--- src/rtl/mem_bus_sched.sv ---
// mem_bus_sched: byte-serial RAM bus scheduler sharing the 8-bit bus between fetch and data requesters
// Define FAIR_RR_EN to let a waiting fetch win once after each data transaction.
module mem_bus_sched (
  input  logic        clk_in,
  input  logic        rst_in,
  input  logic        rdy_in,
  input  logic        if_req_in,
  input  logic [17:0] if_addr_in,
  input  logic        if_flush_in,
  output logic        if_done_out,
  output logic [31:0] if_data_out,
  input  logic        d_req_in,
  input  logic        d_we_in,
  input  logic [17:0] d_addr_in,
  input  logic [2:0]  d_len_in,
  input  logic [31:0] d_wdata_in,
  output logic        d_done_out,
  output logic [31:0] d_rdata_out,
  output logic        busy_out,
  input  logic [7:0]  mem_din,
  output logic [7:0]  mem_dout,
  output logic [31:0] mem_a,
  output logic        mem_wr
);
  typedef enum logic [1:0] {IDLE, READ, WRITE, DONE} state_t;
  state_t state;
  logic isData, pend, wrReg, grantData, lastCap;
  logic [17:0] base, memA;
  logic [2:0] len, issIdx, capIdx, nIss, dLen;
  logic [31:0] wdata, acc, nextAcc;
  logic [7:0] wByte;
`ifdef FAIR_RR_EN
  logic lastData;
  assign grantData = d_req_in && !(lastData && if_req_in);
`else
  assign grantData = d_req_in;
`endif
  assign dLen = (d_len_in == 3'd2 || d_len_in == 3'd4) ? d_len_in : 3'd1;
  assign nIss = issIdx + 3'd1;
  assign wByte = 8'(wdata >> {nIss, 3'b000});
  assign nextAcc = acc | (32'(mem_din) << {capIdx, 3'b000});
  assign lastCap = pend && capIdx == len - 3'd1;
  assign mem_a = {14'b0, memA};
  assign mem_wr = wrReg && rdy_in;
  assign busy_out = state != IDLE;
  // pend marks a byte whose address went out in the previous ready cycle
  always_ff @(posedge clk_in or negedge rst_in)
    if (!rst_in) begin
      state <= IDLE;
      isData <= 1'b0;
      pend <= 1'b0;
      wrReg <= 1'b0;
      base <= '0;
      memA <= '0;
      len <= '0;
      issIdx <= '0;
      capIdx <= '0;
      wdata <= '0;
      acc <= '0;
      mem_dout <= '0;
      if_done_out <= 1'b0;
      if_data_out <= '0;
      d_done_out <= 1'b0;
      d_rdata_out <= '0;
`ifdef FAIR_RR_EN
      lastData <= 1'b0;
`endif
    end else if (!rdy_in) begin
      // the in-flight read byte is lost; rewind to the oldest uncaptured byte
      if (state == READ && pend) begin
        pend <= 1'b0;
        issIdx <= capIdx;
        memA <= base + 18'(capIdx);
      end
    end else case (state)
      IDLE: begin
`ifdef FAIR_RR_EN
        lastData <= grantData;
`endif
        if (d_req_in || if_req_in) begin
          state <= (grantData && d_we_in) ? WRITE : READ;
          isData <= grantData;
          base <= grantData ? d_addr_in : if_addr_in;
          memA <= grantData ? d_addr_in : if_addr_in;
          len <= grantData ? dLen : 3'd4;
          wdata <= d_wdata_in;
          mem_dout <= (grantData && d_we_in) ? d_wdata_in[7:0] : 8'd0;
          wrReg <= grantData && d_we_in;
          issIdx <= '0;
          capIdx <= '0;
          pend <= 1'b0;
          acc <= '0;
        end
      end
      READ: begin
        if (!isData && if_flush_in) begin
          state <= IDLE;
          memA <= '0;
          pend <= 1'b0;
          acc <= '0;
        end else begin
          if (pend) begin
            acc <= nextAcc;
            capIdx <= capIdx + 3'd1;
          end
          if (issIdx < len) begin
            pend <= 1'b1;
            issIdx <= nIss;
            memA <= nIss < len ? base + 18'(nIss) : 18'd0;
          end else pend <= 1'b0;
          if (lastCap) begin
            state <= DONE;
            if (isData) begin
              d_done_out <= 1'b1;
              d_rdata_out <= nextAcc;
            end else begin
              if_done_out <= 1'b1;
              if_data_out <= nextAcc;
            end
          end
        end
      end
      WRITE: begin
        if (nIss == len) begin
          state <= DONE;
          memA <= '0;
          mem_dout <= '0;
          wrReg <= 1'b0;
          d_done_out <= 1'b1;
        end else begin
          issIdx <= nIss;
          memA <= base + 18'(nIss);
          mem_dout <= wByte;
        end
      end
      DONE: begin
        state <= IDLE;
        if_done_out <= 1'b0;
        d_done_out <= 1'b0;
      end
      default: state <= IDLE;
    endcase
endmodule

--- config.mk ---
export PLATFORM = sky130hd
export DESIGN_NAME = mem_bus_sched
export DESIGN_NICKNAME = d
export VERILOG_FILES = /design/src/rtl/mem_bus_sched.sv
export SDC_FILE = /design/constraint.sdc
export NUM_CORES = 1
export LEC_CHECK = 0
export CAP_MARGIN = 20
export CORE_ASPECT_RATIO = 1.1
export CORE_MARGIN = 1.5
export CORE_UTILIZATION = 52
export DETAILED_ROUTE_END_ITERATION = 12
export GPL_ROUTABILITY_DRIVEN = 0
export PLACE_DENSITY = 0.8
export SLEW_MARGIN = 20
export SYNTH_ARGS = -nofsm -noshare
export SYNTH_HDL_FRONTEND = slang
export SYNTH_SLANG_ARGS = --single-unit
--- constraint.sdc ---
create_clock -name clk_in -period 3.6 [get_ports clk_in]
set_clock_uncertainty 0.05 [all_clocks]
set_input_delay 0.72 -clock clk_in [delete_from_list [all_inputs] [get_ports clk_in]]
set_output_delay 0.72 -clock clk_in [all_outputs]
set_load 0.01 [all_outputs]
==> results.toml, run 1 <==
[outcome]
run_status = "completed"

[global_routing]
total_overflow_reported_by_the_global_router = 0
overall_track_demand_over_capacity_in_global_routing_pct = 24.2
grt_antenna_before_repair = 0
pin_count_of_the_biggest_net_entering_global_routing = 86
vias_in_the_first_global_route = 7187
grt_pass1_wl_um = 37300

[finish]
number_of_antenna_cells_inserted = 0
post-route-util_pct = 66.4
multi_input_area_um2 = 4570
syn2layout_area_growth_pct = 25.5
nNetsFinal = 1135
filler_cell_count = 1433
sequential_cell_area_um2 = 4700
drive_above_1_share_pct = 17.1

[route]
drt-wirelength-per-cell_um = 17.7
vias = 7214
wirelength_um = 22700
drt_iter0_markers = 495
avgViaCountPerCell = 5.63
drtPass1Iterations = 8
drc = 0
route.antenna.remaining_nets = 0

[timing]
final.min_clock_period_ns = 2.98
timing.final.crit_share_pct = 82.8
relSlewSlack_pct = 45.7
max_clock_freq_mhz = 335
fin_setup_tns_ns = 0
setup_viol = 0
worst-slew-pin-transition_ns = 0.815
finalHoldViolCount = 0
grt_setup_unrepaired = "false"
final_max_slew_viol_count = 0

[worst_setup_path]
critPathCaptureType = "flip-flop"
critical_path.startpoint_type = "flip-flop"
arrival_ns = 3.23
rrSetupSlack_ns = 0.62
cp_common_cell = "sky130_fd_sc_hd__a211oi_1"
critPathMaxStageDelay_ns = 0.59
worstSetupPathType = "reg2reg"
crit_path_top_delay_cell = "sky130_fd_sc_hd__a21oi_1"
crit_path_buf_inv_count = 0
critical_path.cell_chain = "ha_1 > fa_1 > a21oi_1 > nor4_1 > xor2_1 > a211oi_1 > a211oi_1"
cp.required_ns = 3.85
critical-path-top-delay-family = "adder cells"
worstPathMaxFanout = 12

[logic_synthesis]
synth_async_reset_ratio_pct = 100
synthesis.instances = 861
library_cell_with_the_largest_summed_area_after_synthesis = "sky130_fd_sc_hd__dfrtp_1"
synth-warning-count = 0
synth.top_cells.by_area = "sky130_fd_sc_hd__dfrtp_1 (48%), sky130_fd_sc_hd__mux2_4 (8.7%), sky130_fd_sc_hd__mux2_2 (4.9%), sky130_fd_sc_hd__o21ai_0 (3.2%), sky130_fd_sc_hd__a21oi_1 (2.8%)"
post_synth_instance_area_um2 = 9710
synth_top_area_share_pct = 48.5
syn-mean-instance-area_um2 = 11.3
synthFlopType = "sky130_fd_sc_hd__dfrtp_1"
synth_enable_flop_cells = 0
synth_cell_types = 66
synth_seq_cells = 188
yosysSeqAreaShare_pct = 48.5

[clock_network]
post-cts-setup-buffer-count = 0
tritoncts.num_buffers = 17
post_cts_resize_count = 0
cts_buffer_depth = 2
insertion_delay_of_the_later_clocked_pin_in_the_worst_skew_pair_ns = 0.43
cts.root.buffer_cell = "sky130_fd_sc_hd__clkbuf_16"
numClockSinks = 188
htree_num_levels = 4
clkSlewWorstSetupHoldPaths_ns = 0.07
cts_tree = "done"
holdBufCountCts = 0

[pwr]
cellLeakagePower_nw = 5.54
ir_worst_vdd_mv = 0.388
pwr_cell_area_nw_per_um2 = 693

[die]
floorplan.die.width_um = 133
floorplan.die.height_um = 146
fp.dieArea_um2 = 19500
design.core.area_um2 = 18300
initial_core_util_pct = 52.9
floorplan.rows = 52
ios = 194

[run]
drv.max_cap_violation_count = 0

[placed_design]
post-dp-hpwl_um = 16000
io_buffers = 179

[worst_hold_path]
hold_class = "in2async"
-- through the flow --
step | hold slack [ns] | cell area (µm²) | setup WS [ns] | cells | total power (W)
6_report | 0.247 | 12200 | 0.618 | 1282 | 0.00844
5_1_grt | 0.297 | 12200 | 0.441 | 1282 | 0.00900
4_1_cts | 0.290 | 12200 | 0.649 | 1282 | 0.00848
3_5_place_dp | 0.423 | 11600 | 0.555 | 1251 | 0.00667
3_3_place_gp | 0.411 | 11600 | 0.581 | 1251 | 0.00655
2_1_floorplan | 0.374 | 9750 | 0.850 | 874 | 0.00542
-- cells in the final DEF (no fill, tap or decap), types with 4 or more instances in the layout --
cell type,instances
sky130_fd_sc_hd__a211oi_1,9
sky130_fd_sc_hd__a21o_1,33
sky130_fd_sc_hd__a21oi_1,55
sky130_fd_sc_hd__a32oi_1,8
sky130_fd_sc_hd__buf_4,25
sky130_fd_sc_hd__clkbuf_16,17
sky130_fd_sc_hd__clkdlybuf4s50_1,178
sky130_fd_sc_hd__conb_1,14
sky130_fd_sc_hd__dfrtp_1,188
sky130_fd_sc_hd__ha_1,20
sky130_fd_sc_hd__inv_1,17
sky130_fd_sc_hd__inv_8,4
sky130_fd_sc_hd__mux2_2,42
sky130_fd_sc_hd__mux2_4,56
sky130_fd_sc_hd__mux2i_1,18
sky130_fd_sc_hd__mux4_2,8
sky130_fd_sc_hd__nand2_1,57
sky130_fd_sc_hd__nand3_1,10
sky130_fd_sc_hd__nand4_1,6
sky130_fd_sc_hd__nor2_1,67
sky130_fd_sc_hd__nor2b_1,4
sky130_fd_sc_hd__nor3_1,20
sky130_fd_sc_hd__nor3b_2,4
sky130_fd_sc_hd__nor4_1,8
sky130_fd_sc_hd__o21ai_0,63
sky130_fd_sc_hd__o22ai_1,6
sky130_fd_sc_hd__or2_2,4
sky130_fd_sc_hd__xnor2_1,12
sky130_fd_sc_hd__xor2_1,17
-- Yosys cell counts (4+ instances only) --
cell and n:
sky130_fd_sc_hd__buf_2 12, sky130_fd_sc_hd__nor3_1 20, sky130_fd_sc_hd__buf_1 9, sky130_fd_sc_hd__a32oi_1 8, sky130_fd_sc_hd__xnor2_1 12, sky130_fd_sc_hd__mux4_2 8
sky130_fd_sc_hd__buf_4 15, sky130_fd_sc_hd__clkbuf_1 25, sky130_fd_sc_hd__nor2b_1 4, sky130_fd_sc_hd__ha_1 20, sky130_fd_sc_hd__nor2_1 68, sky130_fd_sc_hd__or2_2 4
sky130_fd_sc_hd__a21oi_1 55, sky130_fd_sc_hd__inv_1 17, sky130_fd_sc_hd__nand4_1 6, sky130_fd_sc_hd__nand3_1 10, sky130_fd_sc_hd__mux2_4 56, sky130_fd_sc_hd__nor3b_2 4
sky130_fd_sc_hd__o22ai_1 6, sky130_fd_sc_hd__nor4_1 8, sky130_fd_sc_hd__buf_6 5, sky130_fd_sc_hd__dfrtp_1 188, sky130_fd_sc_hd__mux2i_1 18, sky130_fd_sc_hd__a21o_1 33
sky130_fd_sc_hd__a211oi_1 9, sky130_fd_sc_hd__o21ai_0 63, sky130_fd_sc_hd__xor2_1 17, sky130_fd_sc_hd__mux2_2 42, sky130_fd_sc_hd__nand2_1 57
-- final timing paths --
path	to	cells after the start	start
max in group asynchronous	mem_dout[4]	2	rst_in
min in group clk_in	mem_dout[5]	2	mem_dout[5]
worst min register to register	mem_dout[5]	2	mem_dout[5]
worst max-delay path	memA[12]	7	issIdx[1]
worst min-delay path	d_rdata_out[28]	1	rst_in
worst max register to register	memA[12]	7	issIdx[1]
-- metal layers --
metal,global-route usage (%),vias up,part of all wire (%)
met3,4.72,43,5.0
met2,40.2,244,50
met4,9.46,0,2.5
li1,-,3378,-
met5,0,-,0
met1,31.4,3549,43
-- where the power goes --
group          switching [W]  internal, W
clock               0.000874     0.000909
sequential          0.000546      0.00273
combinational        0.00174      0.00164
total                0.00316      0.00528
-- kinds of logic after synthesis --
| kind of cell | share of synthesized area [%] |
|---|---|
| flip-flops | 48.5 |
| buffers and inverters | 5.00 |
| adder cells (fa/ha/maj) | 2.99 |
| other | 0.0386 |
| AND/OR/NAND/NOR | 10.1 |
| XOR/XNOR | 2.85 |
| AO/OA/AOI/OAI | 13.3 |
| multiplexers | 17.2 |
-- registers in the layout, summed over array words and instances, names as in the netlist, 2 cells and up --
register / flops
capIdx: 3
if_data_out: 32
state: 2
len: 3
base: 18
issIdx: 3
acc: 32
memA: 18
mem_dout: 8
d_rdata_out: 32
wdata: 32
-- layout make-up --
type	count	share of cell area (%)
Timing Repair Buffer	204	16.3
Inverter	17	0.524
Sequential cell	188	38.6
Tap cell	243	2.50
Clock inverter	14	1.07
Clock buffer	17	3.49
Multi-Input combinational cell	599	37.5
Power figures use the tool's default switching activity.
==> run 2: changes to the inputs <==
==> constraint.sdc (replaced) <==
create_clock -name clk_in -period 2.8 [get_ports clk_in]
set_clock_uncertainty 0.05 [all_clocks]
set_input_delay 0.56 -clock clk_in [delete_from_list [all_inputs] [get_ports clk_in]]
set_output_delay 0.56 -clock clk_in [all_outputs]
set_load 0.01 [all_outputs]
==> run 2 against run 1 <==
Total power grew 30%. Utilization grew 1.3 points. Worst hold slack gained 0.18 ns. Combinational power grew 34%. Critical path type is now reg2out. Die area is the same. Via count grew 1.0%. First-iteration DRC count grew 12%. Critical path depth shrank 2. Clock power grew 28%. Non-clock buffer count grew 18. Register-to-register slack lost 0.33 ns.
==> results.toml, run 2 (synthesis results as in run 1) <==
[outcome]
run_status = "completed"

[pwr]
internal_power_w = 0.00694
cellLeakagePower_nw = 5.67
pwr-share-comb_pct = 41.1
power.clock.fraction_pct = 20.7
pwr_cell_area_nw_per_um2 = 887
power_switching_share_pct = 37.0
sequentialPowerShare_pct = 38.2
total_switching_power_w = 0.00407
ir_worst_vdd_mv = 0.504
power.total_w = 0.0110

[die]
initial_core_util_pct = 52.9
floorplan.rows = 52
design.core.area_um2 = 18300
ios = 194
floorplan.die.width_um = 133
fp.dieArea_um2 = 19500
floorplan.die.height_um = 146

[route]
wirelength_um = 23000
drtPass1Iterations = 5
avgViaCountPerCell = 5.60
vias = 7288
drt-wirelength-per-cell_um = 17.7
drc = 0
route.antenna.remaining_nets = 0
drt_iter0_markers = 555

[global_routing]
overall_track_demand_over_capacity_in_global_routing_pct = 24.6
pin_count_of_the_biggest_net_entering_global_routing = 66
grt_antenna_before_repair = 0
total_overflow_reported_by_the_global_router = 0
grt_pass1_wl_um = 38300
vias_in_the_first_global_route = 7441

[worst_setup_path]
critPathMaxStageDelay_ns = 0.55
critical-path-top-delay-family = "buffers and inverters"
critical_path.cell_chain = "inv_1 > ha_1 > buf_4 > inv_1 > clkdlybuf4s50_1"
arrival_ns = 2.04
critPathCaptureType = "primary output"
worst_r2r_path_depth = 9
cp_common_cell = "sky130_fd_sc_hd__inv_1"
launching_instance_or_port_of_the_critical_path = "state[0]"
cp.depth = 5
critical_path.startpoint_type = "flip-flop"
critical_path.reg2reg.startpoint = "issIdx[0]"
crit_path_top_delay_cell = "sky130_fd_sc_hd__clkdlybuf4s50_1"
cp.required_ns = 2.19
worstPathMaxFanout = 7
crit_path_buf_inv_count = 4
worstSetupPathType = "reg2out"

[finish]
syn2layout_area_growth_pct = 27.9
number_of_antenna_cells_inserted = 0
nNetsFinal = 1153
drive_above_1_share_pct = 18.5
post-route-util_pct = 67.7
mostFrequentLayoutCell = "sky130_fd_sc_hd__dfrtp_1"
final_cell_mix = "sky130_fd_sc_hd__dfrtp_1 (188), sky130_fd_sc_hd__clkdlybuf4s50_1 (178), sky130_fd_sc_hd__nor2_1 (67)"

[timing]
fin_setup_tns_ns = 0
relSlewSlack_pct = 51.9
final_max_slew_viol_count = 0
setup_viol = 0
fin_hold_ws_ns = 0.432
max_clock_freq_mhz = 377
grt_setup_unrepaired = "false"
finalHoldViolCount = 0
timing.final.crit_share_pct = 94.8
final.min_clock_period_ns = 2.65
worst-slew-pin-transition_ns = 0.716

[clock_network]
numClockSinks = 188
cts_buffer_depth = 2
tritoncts.num_buffers = 17
insertion_delay_of_the_later_clocked_pin_in_the_worst_skew_pair_ns = 0.43
htree_num_levels = 4
cts.root.buffer_cell = "sky130_fd_sc_hd__clkbuf_16"
cts_tree = "done"
post-cts-setup-buffer-count = 0
clkSlewWorstSetupHoldPaths_ns = 0.07

[worst_hold_path]
min_path_cells = 2
hold_class = "reg2reg"
hold_sp = "mem_dout[5]"

[placed_design]
io_buffers = 179
post-dp-hpwl_um = 16500

[run]
drv.max_cap_violation_count = 0
run 2: metrics by stage:
step | cell area (µm²) | worst slack (ns) | instances
final | 12400 | 0.147 | 1301
after global routing | 12400 | 0.0475 | 1301
after CTS | 12400 | 0.0980 | 1301
after detailed placement | 11900 | -0.0448 | 1268
after global placement | 11900 | 0.00673 | 1268
after floorplan | 9750 | 0.0501 | 874
run 2: worst register-to-register path, cell delays in order, from the launching register on:
cell	delay [ns]
sky130_fd_sc_hd__dfrtp_1	0.39
sky130_fd_sc_hd__ha_1	0.21
sky130_fd_sc_hd__xnor2_1	0.18
sky130_fd_sc_hd__inv_1	0.09
sky130_fd_sc_hd__ha_1	0.33
sky130_fd_sc_hd__nor2_1	0.12
sky130_fd_sc_hd__or2_2	0.37
sky130_fd_sc_hd__nor4b_1	0.28
sky130_fd_sc_hd__o21ai_0	0.11
sky130_fd_sc_hd__a221oi_1	0.28
run 2: path summary, 6_finish.rpt:
path | to | slack (ns)
hold / removal | mem_dout[5] | 0.43
max in group asynchronous | mem_dout[6] | 1.43
setup reg to reg | memA[17] | 0.29
min in group asynchronous | if_data_out[21] | 0.55
hold reg to reg | mem_dout[5] | 0.43
setup / recovery | busy_out | 0.15
run 2: per-layer routing:
layer	GRT usage (%)	share of wire (%)	up-vias
met2	41.9	50	254
met5	0	0	-
met4	8.86	2.5	0
li1	-	-	3419
met3	3.82	4.8	48
met1	32.1	42	3567
run 2: what timing repair did:
| item | CTS | global route |
|---|---|---|
| hold endpoints to repair | 30 | 0 |
| resized for setup | 0 | 1 |
| endpoints found under the setup margin | 0 | 5 |
| hold buffers | 1 | 0 |
run 2: power groups by stage:
stage                     Sequential (W)  Clock [W]  Combinational, W
after global routing             0.00432    0.00246           0.00497
after floorplan                  0.00406          0           0.00291
final                            0.00421    0.00228           0.00453
after global placement           0.00420          0           0.00438
after CTS                        0.00420    0.00233           0.00455
after detailed placement         0.00423          0           0.00451
run 2: layout make-up:
class                           count  area, µm²
Clock buffer                       19        443
Multi-Input combinational cell    599       4570
Fill cell                        1415       5930
Timing Repair Buffer              222       2220
Clock inverter                     13        111
Inverter                           17       63.8
Tap cell                          243        304
Sequential cell                   188       4700
==> run 3: changes to the inputs <==
--- a/config.mk
+++ b/config.mk
@@ -9,6 +9,7 @@
 export CORE_ASPECT_RATIO = 1.1
 export CORE_MARGIN = 1.5
 export CORE_UTILIZATION = 52
+export CTS_CLUSTER_SIZE = 28
 export DETAILED_ROUTE_END_ITERATION = 12
 export GPL_ROUTABILITY_DRIVEN = 0
 export PLACE_DENSITY = 0.8
==> results of run 3 <==
Same layout as run 2: the final DEF is identical, and so are final timing and power.
